File: config.mk
export PLATFORM = sky130hd
export DESIGN_NAME = alarm_snooze_ctrl_flat
export DESIGN_NICKNAME = d
export VERILOG_FILES = /design/src/rtl/alarm_snooze_ctrl_if.sv /design/src/rtl/alarm_snooze_ctrl.sv /design/src/flat_wrapper.sv
export SDC_FILE = /design/constraint.sdc
export NUM_CORES = 1
export LEC_CHECK = 0
export ABC_CLOCK_PERIOD_IN_PS = 1700
export CAP_MARGIN = 20
export CORE_MARGIN = 3
export CORE_UTILIZATION = 52
export CTS_CLUSTER_DIAMETER = 100
export CTS_CLUSTER_SIZE = 25
export DETAILED_ROUTE_END_ITERATION = 8
export GPL_TIMING_DRIVEN = 0
export PLACE_DENSITY = 0.85
export SETUP_SLACK_MARGIN = 0.5
export SYNTH_ARGS = -nofsm -noshare
export SYNTH_HDL_FRONTEND = slang
export SYNTH_SLANG_ARGS = --single-unit
export TNS_END_PERCENT = 100
File: constraint.sdc
create_clock -name clk -period 1.7 [get_ports clk]
set_input_delay 0.425 -clock clk [delete_from_list [all_inputs] [get_ports clk]]
set_output_delay 0.425 -clock clk [all_outputs]
set_load 0.005 [all_outputs]
File: src/rtl/alarm_snooze_ctrl_if.sv
// Signal bundle between the alarm comparator/buttons and the ringing controller.
// The master drives the request levels, and the slave returns the ringing state and tone.
interface alarm_snooze_ctrl_if;
  logic       alarm_enable;
  logic       ring_trigger;
  logic       snooze;
  logic       dismiss;
  logic       ringing_out;
  logic       snoozing;
  logic [1:0] snooze_count;
  logic       buzzer;

  modport master (
    output alarm_enable, ring_trigger, snooze, dismiss,
    input  ringing_out, snoozing, snooze_count, buzzer
  );

  modport slave (
    input  alarm_enable, ring_trigger, snooze, dismiss,
    output ringing_out, snoozing, snooze_count, buzzer
  );
endinterface

File: src/rtl/alarm_snooze_ctrl.sv
// Alarm ringing controller: turns a ring request into a timed ring/snooze session
// with a snooze limit, dismissal and a gated, beeped buzzer tone.
module alarm_snooze_ctrl #(
  parameter int TICKS_PER_SEC    = 1000,
  parameter int RING_TIMEOUT_SEC = 60,
  parameter int SNOOZE_SEC       = 300,
  parameter int MAX_SNOOZES      = 3,
  parameter int BEEP_PERIOD      = 500,
  parameter int BEEP_ON          = 250,
  parameter int TONE_HALF        = 1
) (
  input logic                clk,
  input logic                reset,
  alarm_snooze_ctrl_if.slave bus
);

  localparam int SEC_MAX = (RING_TIMEOUT_SEC > SNOOZE_SEC) ? RING_TIMEOUT_SEC : SNOOZE_SEC;
  localparam int TICK_W  = (TICKS_PER_SEC > 1) ? $clog2(TICKS_PER_SEC) : 1;
  localparam int SEC_W   = (SEC_MAX > 1) ? $clog2(SEC_MAX) : 1;
  localparam int BEEP_W  = (BEEP_PERIOD > 1) ? $clog2(BEEP_PERIOD) : 1;
  localparam int TONE_W  = $clog2(2 * TONE_HALF);

  localparam logic [TICK_W-1:0] TICK_LAST   = TICK_W'(TICKS_PER_SEC - 1);
  localparam logic [SEC_W-1:0]  RING_LAST   = SEC_W'(RING_TIMEOUT_SEC - 1);
  localparam logic [SEC_W-1:0]  SNOOZE_LAST = SEC_W'(SNOOZE_SEC - 1);
  localparam logic [BEEP_W-1:0] BEEP_LAST   = BEEP_W'(BEEP_PERIOD - 1);
  localparam logic [TONE_W-1:0] TONE_LAST   = TONE_W'(2 * TONE_HALF - 1);
  localparam logic [1:0]        SNZ_LIMIT   = 2'(MAX_SNOOZES);

  typedef enum logic [1:0] {IDLE, RING, SNOOZE} state_t;

  state_t              state, next_state;
  logic [1:0]          count, next_count;
  logic [TICK_W-1:0]   tick_cnt;
  logic [SEC_W-1:0]    sec_cnt;
  logic [BEEP_W-1:0]   beep_cnt;
  logic [TONE_W-1:0]   tone_cnt;
  logic                trig_q, snz_q;
  logic                buzzer, next_buzzer;
  logic                trig_rise, snz_rise, tick_wrap, below_max, tone_on;

  assign trig_rise = bus.ring_trigger & ~trig_q;
  assign snz_rise  = bus.snooze & ~snz_q;
  assign tick_wrap = (tick_cnt == TICK_LAST);
  assign below_max = (count < SNZ_LIMIT);
  assign tone_on   = ({1'b0, beep_cnt} < (BEEP_W + 1)'(BEEP_ON)) && (tone_cnt < TONE_W'(TONE_HALF));

  // NOTE: every output of this block gets a default first, so no path can infer a latch.
  always_comb begin
    next_state = state;
    next_count = count;
    unique case (state)
      IDLE: begin
        if (bus.alarm_enable && trig_rise) begin
          next_state = RING;
          next_count = '0;
        end
      end
      RING: begin
        if (!bus.alarm_enable || bus.dismiss) begin
          next_state = IDLE;
        end else if (snz_rise && below_max) begin
          next_state = SNOOZE;
          next_count = count + 2'd1;
        end else if (tick_wrap && sec_cnt == RING_LAST) begin
          if (below_max) begin
            next_state = SNOOZE;
            next_count = count + 2'd1;
          end else begin
            next_state = IDLE;
          end
        end
      end
      SNOOZE: begin
        if (!bus.alarm_enable || bus.dismiss) begin
          next_state = IDLE;
        end else if (tick_wrap && sec_cnt == SNOOZE_LAST) begin
          next_state = RING;
        end
      end
      default: next_state = IDLE;
    endcase
    // Tone is registered, so it only sounds on edges where RING is both current and next.
    next_buzzer = (state == RING) && (next_state == RING) && tone_on;
  end

  // NOTE: reset is synchronous; all state updates use non-blocking assignments.
  always_ff @(posedge clk) begin
    if (reset) begin
      state    <= IDLE;
      count    <= '0;
      tick_cnt <= '0;
      sec_cnt  <= '0;
      beep_cnt <= '0;
      tone_cnt <= '0;
      trig_q   <= 1'b1;
      snz_q    <= 1'b1;
      buzzer   <= 1'b0;
    end else begin
      state  <= next_state;
      count  <= next_count;
      trig_q <= bus.ring_trigger;
      snz_q  <= bus.snooze;
      buzzer <= next_buzzer;

      if (next_state != state || state == IDLE) begin
        tick_cnt <= '0;
        sec_cnt  <= '0;
      end else if (tick_wrap) begin
        tick_cnt <= '0;
        sec_cnt  <= sec_cnt + SEC_W'(1);
      end else begin
        tick_cnt <= tick_cnt + TICK_W'(1);
      end

      // Cadence counters hold at zero outside RING, so each RING entry restarts them.
      if (state != RING) begin
        beep_cnt <= '0;
        tone_cnt <= '0;
      end else begin
        beep_cnt <= (beep_cnt == BEEP_LAST) ? '0 : beep_cnt + BEEP_W'(1);
        tone_cnt <= (tone_cnt == TONE_LAST) ? '0 : tone_cnt + TONE_W'(1);
      end
    end
  end

  assign bus.ringing_out  = (state == RING);
  assign bus.snoozing     = (state == SNOOZE);
  assign bus.snooze_count = count;
  assign bus.buzzer       = buzzer;

endmodule

File: src/flat_wrapper.sv
// flat-port wrapper written by rule: the top's interface ports become plain ports
module alarm_snooze_ctrl_flat 
#(
  parameter int TICKS_PER_SEC    = 1000,
  parameter int RING_TIMEOUT_SEC = 60,
  parameter int SNOOZE_SEC       = 300,
  parameter int MAX_SNOOZES      = 3,
  parameter int BEEP_PERIOD      = 500,
  parameter int BEEP_ON          = 250,
  parameter int TONE_HALF        = 1
)
  (clk, reset, bus_alarm_enable, bus_ring_trigger, bus_snooze, bus_dismiss, bus_ringing_out, bus_snoozing, bus_snooze_count, bus_buzzer);
  alarm_snooze_ctrl_if bus_i ();
  input logic clk;
  input logic reset;
  input wire logic [$bits(bus_i.alarm_enable)-1:0] bus_alarm_enable;
  input wire logic [$bits(bus_i.ring_trigger)-1:0] bus_ring_trigger;
  input wire logic [$bits(bus_i.snooze)-1:0] bus_snooze;
  input wire logic [$bits(bus_i.dismiss)-1:0] bus_dismiss;
  output wire logic [$bits(bus_i.ringing_out)-1:0] bus_ringing_out;
  output wire logic [$bits(bus_i.snoozing)-1:0] bus_snoozing;
  output wire logic [$bits(bus_i.snooze_count)-1:0] bus_snooze_count;
  output wire logic [$bits(bus_i.buzzer)-1:0] bus_buzzer;
  assign bus_i.alarm_enable = bus_alarm_enable;
  assign bus_i.ring_trigger = bus_ring_trigger;
  assign bus_i.snooze = bus_snooze;
  assign bus_i.dismiss = bus_dismiss;
  assign bus_ringing_out = bus_i.ringing_out;
  assign bus_snoozing = bus_i.snoozing;
  assign bus_snooze_count = bus_i.snooze_count;
  assign bus_buzzer = bus_i.buzzer;
  alarm_snooze_ctrl #(.TICKS_PER_SEC(TICKS_PER_SEC), .RING_TIMEOUT_SEC(RING_TIMEOUT_SEC), .SNOOZE_SEC(SNOOZE_SEC), .MAX_SNOOZES(MAX_SNOOZES), .BEEP_PERIOD(BEEP_PERIOD), .BEEP_ON(BEEP_ON), .TONE_HALF(TONE_HALF)) u_core (.clk(clk), .reset(reset), .bus(bus_i));
endmodule
==> flow_metrics.env <==
export IMPL_cts_sinks=36
export IMPL_synth_area_top_cells="dfxtp_1 (41%), nor2_1 (5.5%), xor2_1 (4.5%)"
export IMPL_dp_hpwl_um=2647
export IMPL_setup_viol_count_final=16
export IMPL_synth_edf_count=0
export IMPL_wl_met1_um=2365
export IMPL_grt_pass1_vias=1706
export IMPL_r2r_setup_slack_ps=-70
export IMPL_fp_dieW_um=64.19
export IMPL_worstHoldPathType="flip-flop to flip-flop"
export IMPL_fp_coreArea_sq_um=3153
export IMPL_vias_per_cell=6.356
export IMPL_gr_total_overflow=0
export IMPL_top_layer="met4"
export IMPL_post_route_drc_count=0
export IMPL_outcome="complete, but fails checks"
export IMPL_start_util_pct=55.83
export IMPL_final_area_sq_um=2560
export IMPL_first_pass_iters=4
export IMPL_hold_violations=0
export IMPL_worstMarginPinSlew_ps=554.0
export IMPL_seq_area_frac_synth_pct=40.94
export IMPL_failed_checks="setup timing"
export IMPL_io_pin_count=11
export IMPL_antenna_left=0
export IMPL_diodes=0
export IMPL_fin_setup_tns_ps=-442.2
export IMPL_cp_cell_sequence="nand2b_4, buf_6, or3_1, a211o_1, buf_4, nor2_1"
export IMPL_drive_gt1_share_pct=48.52
export IMPL_clk_latency_ps=360
export IMPL_synth_cell_type_count=51
export IMPL_required_ps=1970
export IMPL_critical_path_max_fanout=8
export IMPL_track_usage_pct=24.87
export IMPL_finalNonFillerCells=281
export IMPL_ys_ff_latch=36
export IMPL_p_per_area_nw_per_um2=527.5
export IMPL_start_kind="flip-flop"
export IMPL_min_period_over_period_pct=103.9
export IMPL_area_growth_pct=45.42
export IMPL_clock_path_buffers=2
export IMPL_ir_drop_mv=0.4773
export IMPL_async_reset_ff_share_pct=0
export IMPL_grt_max_degree=11
export IMPL_clock_skew_ps=26.84
export IMPL_ys_warn_count=0
export IMPL_max_freq_mhz=565.9
export IMPL_fillers=154
export IMPL_dieHeight_um=64.19
export IMPL_grt_first_pass_wirelength_um=7955
export IMPL_postPlaceCellArea_sq_um=2079
export IMPL_drt_wirelength_per_cell_um=21.58
export IMPL_row_count=20
export IMPL_layout_nets=247
export IMPL_power_leakage_nw=0.8909
export IMPL_worst_path_buf_inv=2
export IMPL_holdBufCountCts=0
export IMPL_gp_congestion=0.8261
export IMPL_syn_inst=190
export IMPL_synth_avg_cell_area_sq_um=9.265
export IMPL_synth_top_area_share_pct=40.94
export IMPL_maxCapViolCount=0
export IMPL_numCtsBuffers=5
export IMPL_yosys_most_used_dff="dfxtp_1"
export IMPL_num_vias=1786
export IMPL_relSlewSlack_pct=62.76
export IMPL_synth_nets=200
export IMPL_wl_met3_um=374
export IMPL_cts_tree="built"
export IMPL_fin_ws_ps=-66.96
export IMPL_rsz0062_at_grt="true"
export IMPL_layout_min_cycle_time_ps=1767
export IMPL_crit_slowest_cell="dfxtp_2"
export IMPL_totalWireLength_um=6063
export IMPL_fin_util_pct=81.19
export IMPL_antenna_found_initial=0
export IMPL_synth_area_sq_um=1760
export IMPL_worstPathArrival_ps=2040
export IMPL_dp_cells=244
export IMPL_yosysTopAreaCell="dfxtp_1"
export IMPL_path_delay_family="simple AND/OR/NAND/NOR gates"
export IMPL_path_clk_slew_ps=130
export IMPL_worstSetupPathType="flip-flop to flip-flop"
export IMPL_dieArea_sq_um=4120
export IMPL_drv_slew=0
export IMPL_total_power_mw=1.350
export IMPL_clock_root_buffer="clkbuf_4"
export IMPL_max_stage_delay_ps=440
export IMPL_endpoint_kind="flip-flop"
export IMPL_io_buffers=10
export IMPL_drt_iter0_drc=243
export IMPL_dr_wl_met2_um=2995
export IMPL_htree_levels=2
## per-layer routing
layer  up-vias  global-route usage [%]
met5         -                       0
met4         0                   16.09
met3        33                   5.448
met2       102                   43.35
met1       868                   26.86
li1        783                       -
## state kept, by name, summed over array words and instances, names as in the netlist
| register | flops |
|---|---|
| u_core.snz_q | 1 |
| u_core.sec_cnt | 9 |
| u_core.beep_cnt | 9 |
| u_core.trig_q | 1 |
| u_core.bus.buzzer | 1 |
| u_core.tone_cnt | 1 |
| u_core.tick_cnt | 10 |
| u_core.bus.snooze_count | 2 |
| u_core.state | 2 |
## cells by family (layout without fill, tap and decap cells)
kind of cell / Yosys count / in the layout / synth area share [%]
multiplexers: 3 / 3 / 1.777
flip-flops: 36 / 36 / 40.94
adder cells (fa/ha/maj): 4 / 4 / 2.843
AND/OR/NAND/NOR: 93 / 93 / 31.49
XOR/XNOR: 17 / 17 / 8.458
buffers and inverters: 9 / 54 / 2.345
AO/OA/AOI/OAI: 28 / 30 / 12.15
## worst reg2reg max path, cell delays in order, from the launching register on
cell,delay (ps)
dfxtp_2,440
nand2b_4,80
buf_6,140
or3_1,420
a211o_1,330
buf_4,170
nor2_1,110
## metrics by stage
stage	hold slack (ps)	setup WS, ps
CTS	415.2	17.91
finish	433.6	-66.96
detailed placement	398.2	-518.1
global placement	397.2	-498.5
floorplan	383.9	-15.06
global route	448.2	-98.17
## power breakdown
group	internal, mW	total [mW]	switching [mW]
clock	0.153	0.444	0.291
sequential	0.840	0.845	0.00446
combinational	0.0310	0.0617	0.0307
total	1.02	1.35	0.327
## Yosys cell counts (all sizes together), types with 2 or more instances
| cell type | count |
|---|---|
| a21oi | 5 |
| a22oi | 5 |
| and3 | 2 |
| and4 | 2 |
| buf | 3 |
| clkbuf | 2 |
| dfxtp | 36 |
| ha | 4 |
| inv | 4 |
| mux2i | 2 |
| nand2 | 11 |
| nand2b | 4 |
| nand3 | 7 |
| nand3b | 3 |
| nand4 | 5 |
| nand4b | 3 |
| nor2 | 26 |
| nor2b | 2 |
| nor3 | 6 |
| nor4b | 3 |
| o21ai | 8 |
| o21bai | 2 |
| or2 | 2 |
| or3 | 6 |
| or4 | 4 |
| xnor2 | 8 |
| xor2 | 9 |
## area by class of cell
| class | instances | area, sq um | share of cell area, % |
|---|---|---|---|
| flip-flops and latches | 36 | 758.2 | 29.62 |
| plain buffers | 5 | 56.30 | 2.199 |
| clock inverters | 1 | 5.005 | 0.1955 |
| clock buffers | 6 | 41.29 | 1.613 |
| repair buffers | 38 | 331.6 | 12.95 |
| well taps | 44 | 55.05 | 2.151 |
| multi-input cells | 147 | 1297 | 50.68 |
| inverters | 4 | 15.01 | 0.5865 |
## worst paths after layout
kind,from,to,cells past startpoint
max,u_core.state[0]$_SDFF_PP0_,u_core.tick_cnt[9]$_SDFF_PP0_,6
min,u_core.tone_cnt$_SDFF_PP0_,u_core.tone_cnt$_SDFF_PP0_,1
max reg2reg,u_core.state[0]$_SDFF_PP0_,u_core.tick_cnt[9]$_SDFF_PP0_,6
min reg2reg,u_core.tone_cnt$_SDFF_PP0_,u_core.tone_cnt$_SDFF_PP0_,1
## cells in the final DEF, fill, tap and decap left out, types with 3 or more instances in the layout
cell type       n
a21oi_1         4
a22oi_2         3
buf_4          22
buf_6          11
clkbuf_4        5
dfxtp_1        14
dfxtp_2        18
dfxtp_4         4
dlygate4sd2_1   3
ha_4            4
inv_1           3
nand2_1        10
nand3_1         7
nand3b_1        3
nand4_1         3
nor2_1         16
nor2_2          3
nor2_4          7
nor3_1          5
o21ai_0         6
or3_1           4
or4_4           3
xnor2_1         8
xor2_1          9
## repair_timing
| action | CTS | global route |
|---|---|---|
| setup endpoints to repair | 41 | 40 |
| cloned | 1 | 2 |
| setup buffers | 17 | 10 |
| pin swaps | 14 | 13 |
| resized for setup | 42 | 42 |
Power figures use the tool's default switching activity.
